$ cat src/rtl/debounce_timer_arbiter.sv
// Four button channels share one delay timer: grant on arbitration, done pulse DELAY_CYCLES later, no backpressure.
// Selection is fixed priority (ch0 highest) unless DEBOUNCE_ARB_ROUNDROBIN_EN is defined.
module debounce_timer_arbiter #(
  parameter int unsigned DELAY_CYCLES = 50000
) (
  input  logic       clk5,
  input  logic       reset,
  input  logic [3:0] req,
  output logic [3:0] grant,
  output logic [3:0] done,
  output logic       busy
);

  typedef enum logic [1:0] {
    IDLE  = 2'd0,
    COUNT = 2'd1,
    DONE  = 2'd2
  } state_t;

  localparam logic [15:0] LOAD = 16'(DELAY_CYCLES - 1);

  state_t      state;
  state_t      state_nxt;
  logic [15:0] count;
  logic [15:0] count_nxt;
  logic [3:0]  grant_nxt;
  logic [3:0]  done_nxt;
  logic        found;
  logic [1:0]  pick_idx;
  logic [3:0]  pick;

`ifdef DEBOUNCE_ARB_ROUNDROBIN_EN
  logic [1:0] ptr;
  logic [1:0] cand;

  // Scan from the highest offset down so the channel nearest the pointer wins.
  always_comb begin
    found    = 1'b0;
    pick_idx = 2'd0;
    cand     = 2'd0;
    for (int k = 3; k >= 0; k--) begin
      cand = ptr + 2'(k);
      if (req[cand]) begin
        found    = 1'b1;
        pick_idx = cand;
      end
    end
  end

  // Advances on every grant, aborted services included.
  always_ff @(posedge clk5 or posedge reset) begin
    if (reset) begin
      ptr <= 2'd0;
    end else if (state == IDLE && found) begin
      ptr <= pick_idx + 2'd1;
    end
  end
`else
  always_comb begin
    found    = 1'b0;
    pick_idx = 2'd0;
    for (int i = 3; i >= 0; i--) begin
      if (req[i]) begin
        found    = 1'b1;
        pick_idx = 2'(i);
      end
    end
  end
`endif

  assign pick = found ? (4'b0001 << pick_idx) : 4'b0000;

  always_comb begin
    state_nxt = state;
    count_nxt = count;
    grant_nxt = grant;
    done_nxt  = 4'b0000;
    case (state)
      IDLE: begin
        grant_nxt = 4'b0000;
        if (found) begin
          state_nxt = COUNT;
          grant_nxt = pick;
          count_nxt = LOAD;
        end
      end
      COUNT: begin
        // Losing the owner's request takes precedence over expiry.
        if ((req & grant) == 4'b0000) begin
          state_nxt = IDLE;
          grant_nxt = 4'b0000;
        end else if (count == 16'd0) begin
          state_nxt = DONE;
          done_nxt  = grant;
        end else begin
          count_nxt = count - 16'd1;
        end
      end
      DONE: begin
        state_nxt = IDLE;
        grant_nxt = 4'b0000;
      end
      default: begin
        state_nxt = IDLE;
        grant_nxt = 4'b0000;
      end
    endcase
  end

  always_ff @(posedge clk5 or posedge reset) begin
    if (reset) begin
      state <= IDLE;
      count <= 16'd0;
      grant <= 4'b0000;
      done  <= 4'b0000;
    end else begin
      state <= state_nxt;
      count <= count_nxt;
      grant <= grant_nxt;
      done  <= done_nxt;
    end
  end

  assign busy = (state != IDLE);

endmodule

$ cat config.mk
export PLATFORM = sky130hd
export DESIGN_NAME = debounce_timer_arbiter
export DESIGN_NICKNAME = d
export VERILOG_FILES = /design/src/rtl/debounce_timer_arbiter.sv
export SDC_FILE = /design/constraint.sdc
export NUM_CORES = 1
export LEC_CHECK = 0
export CORE_UTILIZATION = 30
export DETAILED_ROUTE_END_ITERATION = 8
export GPL_ROUTABILITY_DRIVEN = 0
export HOLD_SLACK_MARGIN = 0.02
export SYNTH_ARGS = -nofsm -noshare
export SYNTH_HDL_FRONTEND = slang
export SYNTH_SLANG_ARGS = --single-unit
$ cat constraint.sdc
create_clock -name clk5 -period 5.7 [get_ports clk5]
set_input_delay 1.71 -clock clk5 [delete_from_list [all_inputs] [get_ports clk5]]
set_output_delay 1.71 -clock clk5 [all_outputs]
set_load 0.03 [all_outputs]
[Word-level counts from Yosys, hierarchy flattened]
Cells that the tools add are included.
W data, S select, Z words.
Storage, ports and cells
  bits in registers: 26
  output and inout bits: 9
  word-level logic and storage cells: 42
Cells by class
  add/sub/neg operators: 1
  equality and inequality tests: 6
  shift operators: 1
  mux-type cells: 22
  bitwise gates (word level): 1
  reduce and logical (&&, ||, !) cells: 7
Operators with widths (count)
  $mux W16: 3
  $pmux W16 S2: 1
  $mux W4: 5
  $logic_not A16 Y1: 1
  $sub A16 B1 Y16 const B: 1
  $mux W2: 7
  $ne A2 B2 Y1 const B: 4
  $pmux W4 S2: 1
  $and A4 B4 Y4: 1
  $logic_not A4 Y1: 1
  $mux W1: 4
  $pmux W2 S2: 1
  $reduce_and A4 Y1: 1
  $reduce_bool A2 Y1: 2
  $shl A1 B2 Y4 const A: 1
  $ne A3 B3 Y1 const B: 1
  $eq A2 B1 Y1 const B: 1
  $logic_not A2 Y1: 1
  $reduce_and A2 Y1: 1

[Longest topological paths before layout]
  depth in word-level cells: 7
  mapped depth: 9
  depth with buffers taken out: 7

[Worst setup path after synthesis]
Ideal clock, no wire load.
  path type: input-to-reg
  start point: input port req[0]
  end point: register count[2]
  arrival time: 2.959 ns
  slack: 2.619 ns
  cell stages on the path: 6
  buffers on the path: 1
  cells stage by stage: or4_4 -> o21bai_4 -> nor3_4 -> buf_6 -> a211oi_2 -> nor2_1
On the way
  word-level cells in the longest chain between the ends: 4
RTL lines
  start: declaration: line 8  | input logic [3:0] req,
  $and A4 B4 Y4: line 89  | if ((req & grant) == 4'b0000) begin
  $logic_not A4 Y1: line 89
  $ne A2 B2 Y1 (no source line)
  $reduce_and A4 Y1 (no source line) (*)
  end signal: assignment: line 118  | count <= count_nxt;
  end: declaration: line 24  | logic [15:0] count;
Mark *: on every way between the ends. The rest lies on a longest branch, timed or not.
A chain may end at the register's enable or synchronous reset.

[Worst setup path in the final report]
  start point: input port req[1]
  end point: register count[7]
On the way
  word-level cells in the longest chain between the ends: 4
RTL lines (line)
  $and A4 B4 Y4 or $mux W1 (tied branches): 89, 63
  $logic_not A4 Y1 or $mux W1 (tied branches): 89, 63
  $ne A2 B2 Y1 (no source line)
  $reduce_and A4 Y1 (no source line) (*)
Marked as above.

==> results.py <==
metrics = {
    "setup_path": {
        "cp.required_ns": 5.87,
        "reg2reg_from": "count[0]",
        "cp_max_fo": 19,
        "critPathMaxStageDelay_ns": 0.61,
        "cp-startpoint": "req[1]",
        "critPathTopFamily": "simple AND/OR/NAND/NOR gates",
        "slowest_stage": "nor3_4",
        "path_class": "in2reg",
        "end_kind": "flip-flop",
        "path_cells": "clkdlybuf4s50_1 -> a22oi_1 -> and3_1 -> nor3_4 -> a31oi_1 -> a41o_1",
        "crit_arrival_ns": 3.70,
        "worst-path-buf-inv": 1,
        "crit_path_start_kind": "input port",
    },
    "sta": {
        "fmax_mhz": 283.3,
        "tightest_slew_ns": 0.9869,
        "hold_viol_final": 0,
        "tns_ns": 0,
        "fin_crit_sh_pct": 61.93,
        "setup_viol": 0,
        "relSlewSlack_pct": 34.14,
        "period_needed_ns": 3.530,
        "slew_viol_final": 0,
        "rsz0062_at_grt": "false",
        "skew_ns": 0.007256,
    },
    "logic_synthesis": {
        "avgSynthCellArea_um2": 9.854,
        "synth_top_cell_area_share_pct": 48.19,
        "synth_area_leaders": "dfrtp_1, nor2_1, nor4_1",
        "synth_area_um2": 1350,
        "synthDistinctLibCells": 34,
        "synth-seq-area-share_pct": 48.19,
        "synth_top_area_cell": "dfrtp_1",
        "synth_fp_nets": 144,
        "syn_inst": 137,
        "ys_seq_elements": 26,
        "ys_warn_count": 0,
    },
    "clock_tree": {
        "clock-root-buffer": "clkbuf_8",
        "post-cts-setup-buffers": 0,
        "cts_buffer_depth": 2,
        "cts_tree": "built",
        "cts_inserted_buffers": 3,
        "htreeDepth": 1,
        "ctsHoldBuffers": 0,
        "cts_resized": 0,
        "worstSkewPairLatency_ns": 0.27,
        "cts_sinks": 26,
        "clk_pin_slew_ns": 0.09,
    },
    "layout": {
        "layout_common_cells": "dfrtp_1, nor2_1, clkdlybuf4s50_1, nor4_1, nand2_1",
        "syn2layout_area_growth_pct": 16.59,
        "final_nets": 159,
        "layout.area.seq_um2": 650.6,
        "n_fill_cell": 436,
        "multi_input_area_um2": 650.6,
        "drive_gt1_share_pct": 5.333,
        "layout_commonest_cell": "dfrtp_1",
        "fin_cells": 202,
        "antenna_cells": 0,
        "design_area_um2": 1574,
    },
    "global_route": {
        "overflow": 0,
        "grt_start_max_net_pins": 27,
        "grt_pass1_wl_um": 4995,
        "track_usage_pct": 13.03,
        "antenna_found_initial": 0,
        "grt_pass1_vias": 1069,
    },
    "route": {
        "wl_per_cell_um": 14.39,
        "vias_per_cell": 5.342,
        "drt_iter0_drc": 23,
        "wl_um": 2906,
        "drcViolationCount": 0,
        "ant_nets": 0,
        "first_pass_iters": 4,
        "vias": 1079,
    },
    "place": {
        "postPlaceCellArea_um2": 1533,
        "io_buffers": 14,
        "dp_cells": 199,
        "hpwlAfterDp_um": 2121,
    },
    "power_and_ir_drop": {
        "p_leak_uw": 0.0006431,
        "power_density_nw_per_um2": 320.7,
        "ir_drop_mv": 0.1893,
    },
    "floorplanning": {
        "coreArea_um2": 4354,
        "io_pins": 15,
        "initial_utilization_pct": 31.01,
        "rows": 24,
        "die-height_um": 69.09,
        "die-area_um2": 4773,
        "die_w_um": 69.09,
    },
    "hold_path": {
        "holdCritStartpoint": "count[15]",
        "hold_path_class": "reg2reg",
    },
    "run_status": {
        "status": "complete, no violations",
    },
    "flow_run": {
        "max_cap_violations": 0,
    },
}
sequential cells by signal, summed over array words and instances, names as in the netlist:
| register | cells |
|---|---|
| count | 16 |
| done | 4 |
| grant | 4 |
| state | 2 |
where the power goes:
part | switching (uW) | internal (uW) | total (uW)
sequential | 22.2 | 201 | 223
clock | 55.4 | 47.3 | 103
combinational | 120 | 59.0 | 179
total | 197 | 307 | 505
per-layer routing:
metal	GRT usage (%)	vias to the layer above	routed length [um]
met3	2.193	4	66
met4	5.669	0	40
met1	17.24	525	1399
met5	0	-	0
met2	20.93	14	1399
li1	-	536	-
worst min-delay path, cell delays in order, from the launching register on:
cell	delay, ns
dfrtp_1	0.37
xnor2_1	0.08
nand2_1	0.06
stage by stage:
stage	hold WS, ns	worst slack [ns]	total power (uW)	util (%)
after floorplan	0.4893	2.619	358.8	-
after global placement	0.5159	2.007	397.2	35.20
after detailed placement	0.5185	1.900	405.7	35.20
after CTS	0.5436	2.192	508.1	36.15
after global routing	0.5810	2.078	539.2	36.15
final	0.5354	2.170	504.8	36.15
layout make-up:
| cell class | instances | area share (%) |
|---|---|---|
| Sequential cell | 26 | 41.34 |
| Multi-Input combinational cell | 101 | 41.34 |
| Timing Repair Buffer | 15 | 9.380 |
| Tap cell | 52 | 4.134 |
| Clock buffer | 3 | 2.623 |
| Inverter | 5 | 1.192 |
cells in the mapped netlist:
cell type,instances
a21oi_1,2
nor4_1,11
nor2b_1,2
a31oi_1,6
ha_1,1
nand3_1,2
a22oi_1,2
and4_1,4
o21bai_4,1
nor3_4,1
and3_1,3
dfrtp_1,26
a22o_1,2
nor4bb_1,1
a21boi_0,1
xnor2_1,6
a41o_1,4
buf_6,1
and2_1,7
nand4_1,3
nor3b_1,1
nand2_1,9
a311oi_1,1
or3_1,1
inv_1,5
o21ai_0,2
or4_4,1
buf_2,3
nor2_1,20
a211oi_2,1
o21ai_1,1
a32o_1,2
nor3_1,3
buf_1,1
final timing paths:
kind                        endpoint  slack, ns  depth (start not counted)
hold / removal             count[15]       0.54                          2
min in group asynchronous    done[2]       1.97                          2
max in group asynchronous   grant[1]       3.12                          2
setup reg to reg            count[7]       3.37                          7
hold reg to reg            count[15]       0.54                          2
setup / recovery            count[7]       2.17                          6
cell families after synthesis:
kind of cell / share of synthesized area, %
simple gates: 28.36
flops: 48.19
compound gates: 15.01
buf+inv: 3.614
xor+xnor: 3.892
fa+ha+maj: 0.9266
Note: power is estimated with default switching activity, not from simulation.
